## src/rtl/decode_pkg.sv

```systemverilog
// Shared opcodes, instruction field positions, FSM states and the issue packet
// for the decode/register-read stage.
package decode_pkg;

  localparam logic [6:0] OPC_ADD = 7'h00;
  localparam logic [6:0] OPC_SUB = 7'h01;
  localparam logic [6:0] OPC_MUL = 7'h02;
  localparam logic [6:0] OPC_NOP = 7'h3F;

  localparam int OPC_MSB = 31, OPC_LSB = 25;
  localparam int DST_MSB = 24, DST_LSB = 20;
  localparam int RS1_MSB = 19, RS1_LSB = 15;
  localparam int RS2_MSB = 14, RS2_LSB = 10;
  localparam int OFF_MSB = 9,  OFF_LSB = 0;

  typedef enum logic {ISSUE = 1'b0, MUL_HOLD = 1'b1} state_e;

  typedef struct packed {
    logic [6:0]  opcode;
    logic [4:0]  dst;
    logic [31:0] src1;
    logic [31:0] src2;
    logic [9:0]  offsetlo;
  } ex_pkt_t;

  localparam ex_pkt_t EX_BUBBLE = '{opcode: OPC_NOP, dst: 5'd0, src1: 32'd0,
                                    src2: 32'd0, offsetlo: 10'd0};

  function automatic logic is_writer(input logic [6:0] opc);
    return (opc == OPC_ADD) || (opc == OPC_SUB) || (opc == OPC_MUL);
  endfunction

endpackage

```

## src/rtl/decode_regfile.sv

```systemverilog
// 32x32 register file, two async read ports, one write port, r0 reads zero.
// With DECODE_WB_BYPASS_EN defined, a same-cycle writeback is forwarded to reads.
module decode_regfile
  import decode_pkg::*;
#(
  parameter bit RF_RESET = 1'b1
) (
  input  logic        clk_i,
  input  logic        rst_i,
  input  logic        we_i,
  input  logic [4:0]  waddr_i,
  input  logic [31:0] wdata_i,
  input  logic [4:0]  raddr1_i,
  input  logic [4:0]  raddr2_i,
  output logic [31:0] rdata1_o,
  output logic [31:0] rdata2_o
);

  logic [31:0] mem_q [32];
  logic        byp1, byp2;

  generate
    if (RF_RESET) begin : g_rst
      always_ff @(posedge clk_i or posedge rst_i) begin
        if (rst_i) begin
          for (int i = 0; i < 32; i++) mem_q[i] <= '0;
        end else if (we_i && waddr_i != 5'd0) begin
          mem_q[waddr_i] <= wdata_i;
        end
      end
    end else begin : g_nrst
      always_ff @(posedge clk_i) begin
        if (we_i && waddr_i != 5'd0) mem_q[waddr_i] <= wdata_i;
      end
    end
  endgenerate

`ifdef DECODE_WB_BYPASS_EN
  assign byp1 = we_i && (waddr_i == raddr1_i);
  assign byp2 = we_i && (waddr_i == raddr2_i);
`else
  assign byp1 = 1'b0;
  assign byp2 = 1'b0;
`endif

  assign rdata1_o = (raddr1_i == 5'd0) ? 32'd0 : byp1 ? wdata_i : mem_q[raddr1_i];
  assign rdata2_o = (raddr2_i == 5'd0) ? 32'd0 : byp2 ? wdata_i : mem_q[raddr2_i];

endmodule

```

## src/rtl/decode_stage.sv

```systemverilog
// Decode/register-read stage: RAW scoreboard, MUL hold FSM, registered ex_* outputs.
// Optional macro DECODE_WB_BYPASS_EN forwards writeback data and clears its hazard.
module decode_stage
  import decode_pkg::*;
#(
  parameter int MUL_LAT  = 5,
  parameter bit RF_RESET = 1'b1
) (
  input  logic        clk,
  input  logic        rst,
  input  logic        if_valid,
  input  logic [31:0] if_instr,
  output logic        stall_o,
  input  logic        wb_en,
  input  logic [4:0]  wb_addr,
  input  logic [31:0] wb_data,
  output logic [6:0]  ex_opcode,
  output logic [4:0]  ex_dst,
  output logic [31:0] ex_src1,
  output logic [31:0] ex_src2,
  output logic [9:0]  ex_offsetlo
);

  logic [6:0]  opc;
  logic [4:0]  dst, rs1, rs2;
  logic [9:0]  off;
  logic [31:0] rd1, rd2;
  logic [31:0] pend_q, pend_d, pend_eff;
  logic [2:0]  cnt_q, cnt_d;
  logic        hazard, accept;
  state_e      state_q, state_d;
  ex_pkt_t     ex_q, ex_d;

  assign opc = if_instr[OPC_MSB:OPC_LSB];
  assign dst = if_instr[DST_MSB:DST_LSB];
  assign rs1 = if_instr[RS1_MSB:RS1_LSB];
  assign rs2 = if_instr[RS2_MSB:RS2_LSB];
  assign off = if_instr[OFF_MSB:OFF_LSB];

  decode_regfile #(.RF_RESET(RF_RESET)) u_rf (
    .clk_i(clk), .rst_i(rst),
    .we_i(wb_en), .waddr_i(wb_addr), .wdata_i(wb_data),
    .raddr1_i(rs1), .raddr2_i(rs2),
    .rdata1_o(rd1), .rdata2_o(rd2)
  );

  // A register being written back this cycle no longer blocks when bypass is on.
  always_comb begin
    pend_eff = pend_q;
`ifdef DECODE_WB_BYPASS_EN
    if (wb_en) pend_eff[wb_addr] = 1'b0;
`endif
  end

  assign hazard = if_valid & (((rs1 != 5'd0) & pend_eff[rs1]) |
                              ((rs2 != 5'd0) & pend_eff[rs2]));
  assign accept = (state_q == ISSUE) & if_valid & ~hazard;

  always_ff @(posedge clk or posedge rst) begin
    if (rst) begin
      state_q <= ISSUE;
      cnt_q   <= 3'd0;
      pend_q  <= '0;
      ex_q    <= EX_BUBBLE;
    end else begin
      state_q <= state_d;
      cnt_q   <= cnt_d;
      pend_q  <= pend_d;
      ex_q    <= ex_d;
    end
  end

  always_comb begin
    state_d = state_q;
    cnt_d   = cnt_q;
    case (state_q)
      ISSUE: if (accept && opc == OPC_MUL) begin
        state_d = MUL_HOLD;
        cnt_d   = 3'(MUL_LAT - 1);
      end
      MUL_HOLD: if (cnt_q == 3'd1) begin
        state_d = ISSUE;
        cnt_d   = 3'd0;
      end else begin
        cnt_d = cnt_q - 3'd1;
      end
      default: state_d = ISSUE;
    endcase
  end

  // Set beats clear when the issued writer targets the register being written back.
  always_comb begin
    stall_o = (state_q == MUL_HOLD) | hazard;
    ex_d    = (state_q == MUL_HOLD) ? ex_q : EX_BUBBLE;
    pend_d  = pend_q;
    if (wb_en) pend_d[wb_addr] = 1'b0;
    if (accept) begin
      ex_d = '{opcode: opc, dst: dst, src1: rd1, src2: rd2, offsetlo: off};
      if (is_writer(opc) && dst != 5'd0) pend_d[dst] = 1'b1;
    end
    pend_d[0] = 1'b0;
  end

  assign ex_opcode   = ex_q.opcode;
  assign ex_dst      = ex_q.dst;
  assign ex_src1     = ex_q.src1;
  assign ex_src2     = ex_q.src2;
  assign ex_offsetlo = ex_q.offsetlo;

endmodule

```

## config.mk

```make
export PLATFORM = sky130hd
export DESIGN_NAME = decode_stage
export DESIGN_NICKNAME = d
export VERILOG_FILES = /design/src/rtl/decode_pkg.sv /design/src/rtl/decode_regfile.sv /design/src/rtl/decode_stage.sv
export SDC_FILE = /design/constraint.sdc
export NUM_CORES = 2
export LEC_CHECK = 0
export CAP_MARGIN = 20
export CORE_MARGIN = 2
export CORE_UTILIZATION = 45
export CTS_BUF_LIST = sky130_fd_sc_hd__clkbuf_8
export CTS_CLUSTER_SIZE = 16
export DETAILED_ROUTE_END_ITERATION = 8
export GPL_TIMING_DRIVEN = 0
export SETUP_SLACK_MARGIN = 0.05
export SYNTH_ARGS = -nofsm -noshare
export SYNTH_HDL_FRONTEND = slang
export SYNTH_SLANG_ARGS = --single-unit
```

## constraint.sdc

```tcl
create_clock -name clk -period 44.5 [get_ports clk]
set_input_delay 13.35 -clock clk [delete_from_list [all_inputs] [get_ports clk]]
set_output_delay 13.35 -clock clk [all_outputs]
set_load 0.01 [all_outputs]
```

---- Word level (Yosys, flattened, before mapping) ----
Cells that the tools add are included.
cells by class
  $add $sub $neg .......................... 1
  magnitude comparators ................... 10
  equality and inequality tests ........... 5
  muxes and demuxes ....................... 30
  bitwise logic cells ..................... 15
  reduce and logical (&&, ||, !) cells .... 15
operators by type and width
  operator              number
  $bwmux W1024          1
  $bmux W32 S5          2
  $mux W32              10
  $mux W86              2
  $demux W32 S5         1
  $and A32 B32 Y32      1
  $not A32 Y32          1
  $or A32 B32 Y32       1
  $lt A5 B6 Y1 const B  4
  $reduce_bool A5 Y1    4
  $ge A6 B6 Y1 const B  3
  $not A5 Y6            3
  $bmux W1 S5           2
  $demux W1 S5          2
  $ge A5 B1 Y1 const B  2
  $logic_not A5 Y1      2
  $eq A7 B1 Y1 const B  1
  $eq A7 B2 Y1 const B  1
  $logic_not A7 Y1      1
  $logic_and A1 B1 Y1   6
  $lt A6 B1 Y1 const B  1
  $mux W1               6
  $mux W3               2
  $pmux W3 S2           1
  9 further kinds       16
storage, ports and cells
  bits in registers ....................... 1,145
  input port bits ......................... 73
  output and inout bits ................... 87
  logic and storage cells ................. 116

---- Logic depth before layout (Yosys ltp) ----
  word-level depth ........................ 10
  gate-level depth with buffers ........... 9
  depth with buffers taken out ............ 6

---- Modules after synthesis ----
A second synthesis with hierarchy kept.
unflattened totals
  cell total of the unflattened synthesis .. 4,022
  area total of the unflattened synthesis .. 60,377.9 µm²
by module, submodules not included
  module          instances  cells an instance  area an instance (µm²)  sequential area each (µm²)
  decode_regfile  1          3,614              54,741.3                25,624.6
  decode_stage    1          408                5,636.7                 3,035.4

---- Least setup slack after synthesis ----
OpenSTA, ideal clock, no wires.
  path kind ............................... input -> output
  start ................................... in if_instr[16]
  end ..................................... out stall_o
  arrival ................................. 15.188 ns
  data required time ...................... 31.150 ns
  setup slack ............................. 15.962 ns
  stages .................................. 8
  buffers on the path ..................... 3
  path through ............................ buf_6 -> mux4_2 -> mux4_2 -> o22ai_1 -> or2_1 -> buf_2 -> buf_2 -> a31oi_1
between the ends
  cells in the longest elaborated chain, start to end .. 6
  elaborated cells on any way between the ends .. 7
  classes of those cells .................. 2 x mux; 4 x bitwise; 1 x reduce/logical
ends and longest elaborated chain
  element                        RTL line            source
  start: declaration             decode_stage.sv:12  input logic [31:0] if_instr,
  $bmux W1 S5                    decode_stage.sv:55  assign hazard = if_valid & (((rs1 != 5'd0) & pend_eff[rs1]) |
  $mux W1 (not written as such)  decode_stage.sv:55
  $and A1 B1 Y1 *                decode_stage.sv:55
  $or A1 B1 Y1 *                 decode_stage.sv:55
  $and A1 B1 Y1 *                decode_stage.sv:55
  $or A1 B1 Y1 *                 decode_stage.sv:93  stall_o = (state_q == MUL_HOLD) | hazard;
  end: declaration               decode_stage.sv:13  output logic stall_o,
Mark *: on every way between the ends. The rest lies on a longest branch, timed or not. The select of a mux whose other input is x is not followed.

---- Worst setup path after layout ----
  start ................................... in if_instr[18]
  end ..................................... out stall_o
The elaborated chain is that of the path after synthesis.

==> impl_metrics.tcl <==
set metrics [dict create \
    status "complete, no violations" \
    hpwl_mm 161 \
    portBuffers 153 \
    cts_tree "yes" \
    ys_ff_latch 1113 \
    die_x_um 361 \
    final_common_cell "dfrtp_1" \
    hold_ws_ns 0.487 \
    vdd_ir_drop_max_uv 34.2 \
    fmax_ghz 0.0330 \
    synth-edff-count 0 \
    ctsHoldBuffers 0 \
    timing.final.crit_share_pct 68.1 \
    ant_nets 0 \
    critical_path_class "input port to primary output" \
    htree_levels 4 \
    relSlewSlack_pct 10.6 \
    worst_pin_slew_ns 1.34 \
    total_power_mw 2.88 \
    post_cts_buffers 0 \
    dr.pass1.iters 8 \
    clock_latency_ns 0.96 \
    yosysUniqueCellTypes 49 \
    num-nets-final 4481 \
    die_height_um 361 \
    path_cells "clkdlybuf4s50_1 > clkbuf_1 > nand2_1 > o22ai_1 > or2_1 > buf_2 > buf_2 > a31oi_1 > clkdlybuf4s50_1" \
    seq_area_sq_um 27900 \
    cp_slowest_cell "clkdlybuf4s50_1" \
    root_buffer "clkbuf_8" \
    post-route-drc-count 0 \
    hold_class "flop to flop" \
    maxCapViolations 0 \
    areaGrowthSynthToFinish_pct 16.4 \
    syn_area_sq_um 57400 \
    async_flop_share_pct 100 \
    cp.arrival_ns 16.97 \
    drive_gt1_share_pct 41.8 \
    cts_num_sinks 1113 \
    finalCriticalPeriod_ns 30.32 \
    drt-wirelength-per-cell_um 36.1 \
    grt_pass1_vias 41772 \
    io-pin-count 160 \
    num_rows 131 \
    cp-end-kind "primary output" \
    wl_mm 224 \
    start_util_pct 45.2 \
    rsz0062_at_grt "no" \
    layout_common_cells "1,107 x dfrtp_1, 1,030 x mux2_2, 398 x mux4_2" \
    ys_seq_area_share_pct 48.6 \
    finClkSkew_ns 0.0512 \
    critPathMaxStageDelay_ns 0.86 \
    cp_max_fo 10 \
    grt_max_degree 43 \
    drtIter0Drc 5115 \
    leakagePower_nw 28.8 \
    grt_pass1_wl_mm 315 \
    grt.total_usage_pct 34.4 \
    synth.avg_cell_area_sq_um 14.6 \
    instances_no_fill 6218 \
    gp_congestion 0.980 \
    rr_worst_depth 7 \
    setup-violations-final 0 \
    clk_pin_slew_ns 0.05 \
    hold_depth 1 \
    fillers 10783 \
    overflow 0 \
    clock_path_buffers 3 \
    syn_nets 4015 \
    dp.cells 5861 \
    required_ns 31.15 \
    antenna_found_initial 6 \
    synth_ff_type "dfrtp_1" \
    cts_resized 0 \
    dieArea_sq_um 130000 \
    finalHoldViolations 0 \
    multi_input_area_sq_um 27700 \
    ys_warn_count 0 \
    syn-instance-count 3940 \
    slew_violations 0 \
    vias_per_cell 6.71 \
    vias 41713 \
    cts_made_buffers 195 \
    coreArea_sq_um 127000 \
    critPathLaunchType "input port" \
    power_density_nw_per_um2 43.2 \
    tns_ns 0 \
]
-- final cells by class --
| type | instances | area share (%) |
|---|---|---|
| Sequential cell | 1113 | 41.7 |
| Clock buffer | 237 | 4.88 |
| Inverter | 6 | 0.0393 |
| Tap cell | 1662 | 3.11 |
| Multi-Input combinational cell | 2392 | 41.5 |
| Antenna cell | 4 | 0.0150 |
| Buffer | 429 | 2.67 |
| Timing Repair Buffer | 269 | 5.21 |
| Clock inverter | 106 | 0.834 |
-- registers in the layout, summed over array words and instances, names as in the netlist --
name / cells
ex_src1: 32
u_rf.mem_q: 992
cnt_q: 3
ex_offsetlo: 10
pend_eff: 31
ex_dst: 5
ex_src2: 32
state_q: 1
ex_opcode: 7
-- through the flow --
stage	util [%]	area (sq um)	worst slack, ns
3_5_place_dp	49.4	62800	14.41
2_1_floorplan	-	57400	15.80
5_1_grt	52.6	66800	14.21
3_3_place_gp	48.0	61000	8.34
4_1_cts	52.4	66600	14.40
6_report	52.6	66800	14.18
-- logic make-up (layout without fill, tap and decap cells) --
logic type	after synthesis	in the layout	share of synthesized area [%]
multiplexers	1622	1622	39.2
flip-flops	1113	1113	48.6
AO/OA/AOI/OAI	507	507	6.82
buffers and inverters	435	1047	3.13
AND/OR/NAND/NOR	260	260	2.22
adder cells (fa/ha/maj)	2	2	0.0436
XOR/XNOR	1	1	0.0153
other	0	4	0
-- worst max-delay path: cells and delay by family --
kind	cells	cell delay, ns
AND/OR/NAND/NOR	2	0.43
AO/OA/AOI/OAI	2	0.45
buffers and inverters	5	2.72
-- metal layers --
layer  up-vias  share of wire (%)  global-route usage, %  wire [um]
li1      16342                  -                      -          -
met1     22131                 40                   45.4      89000
met2      2535                 43                   50.3      97200
met3       689                 11                   11.4      24000
met4        16                6.1                   18.4      13600
met5         -               0.23                  0.999        518
-- path summary, 6_finish.rpt --
path,slack (ns),end,startpoint
max,14.18,stall_o,if_instr[18]
min,0.49,ex_offsetlo[6],ex_offsetlo[6]
max reg2reg,41.32,ex_src2[29],pend_eff[13]
min reg2reg,0.49,ex_offsetlo[6],ex_offsetlo[6]
max in group asynchronous,29.49,u_rf.mem_q[890],rst
min in group asynchronous,12.79,pend_eff[25],rst
-- synthesized netlist by cell type (10+ instances only) --
| master | instances | area (sq um) |
|---|---|---|
| dfrtp_1 | 1107 | 27700 |
| mux2_2 | 1030 | 11600 |
| mux4_2 | 398 | 8960 |
| clkbuf_1 | 304 | 1140 |
| mux2i_1 | 194 | 1940 |
| a22oi_1 | 128 | 961 |
| nand2_1 | 113 | 424 |
| a32o_1 | 80 | 801 |
| a21oi_1 | 66 | 330 |
| o22ai_1 | 65 | 407 |
| buf_1 | 57 | 214 |
| buf_2 | 42 | 210 |
| nand3_1 | 36 | 180 |
| nand4_1 | 34 | 213 |
| a211oi_1 | 33 | 248 |
| a221oi_1 | 33 | 289 |
| a22o_1 | 33 | 289 |
| nor2_1 | 24 | 90.1 |
| buf_4 | 23 | 173 |
| o41ai_1 | 23 | 201 |
| o21ai_0 | 17 | 85.1 |
| nor3b_1 | 10 | 75.1 |
-- power breakdown --
group          internal (mW)  leakage, nW  switching (mW)
Sequential              1.20         14.3           0.135
Clock                  0.491         2.24           0.454
Combinational          0.336         12.2           0.267
(Power assumes the default switching activity.)
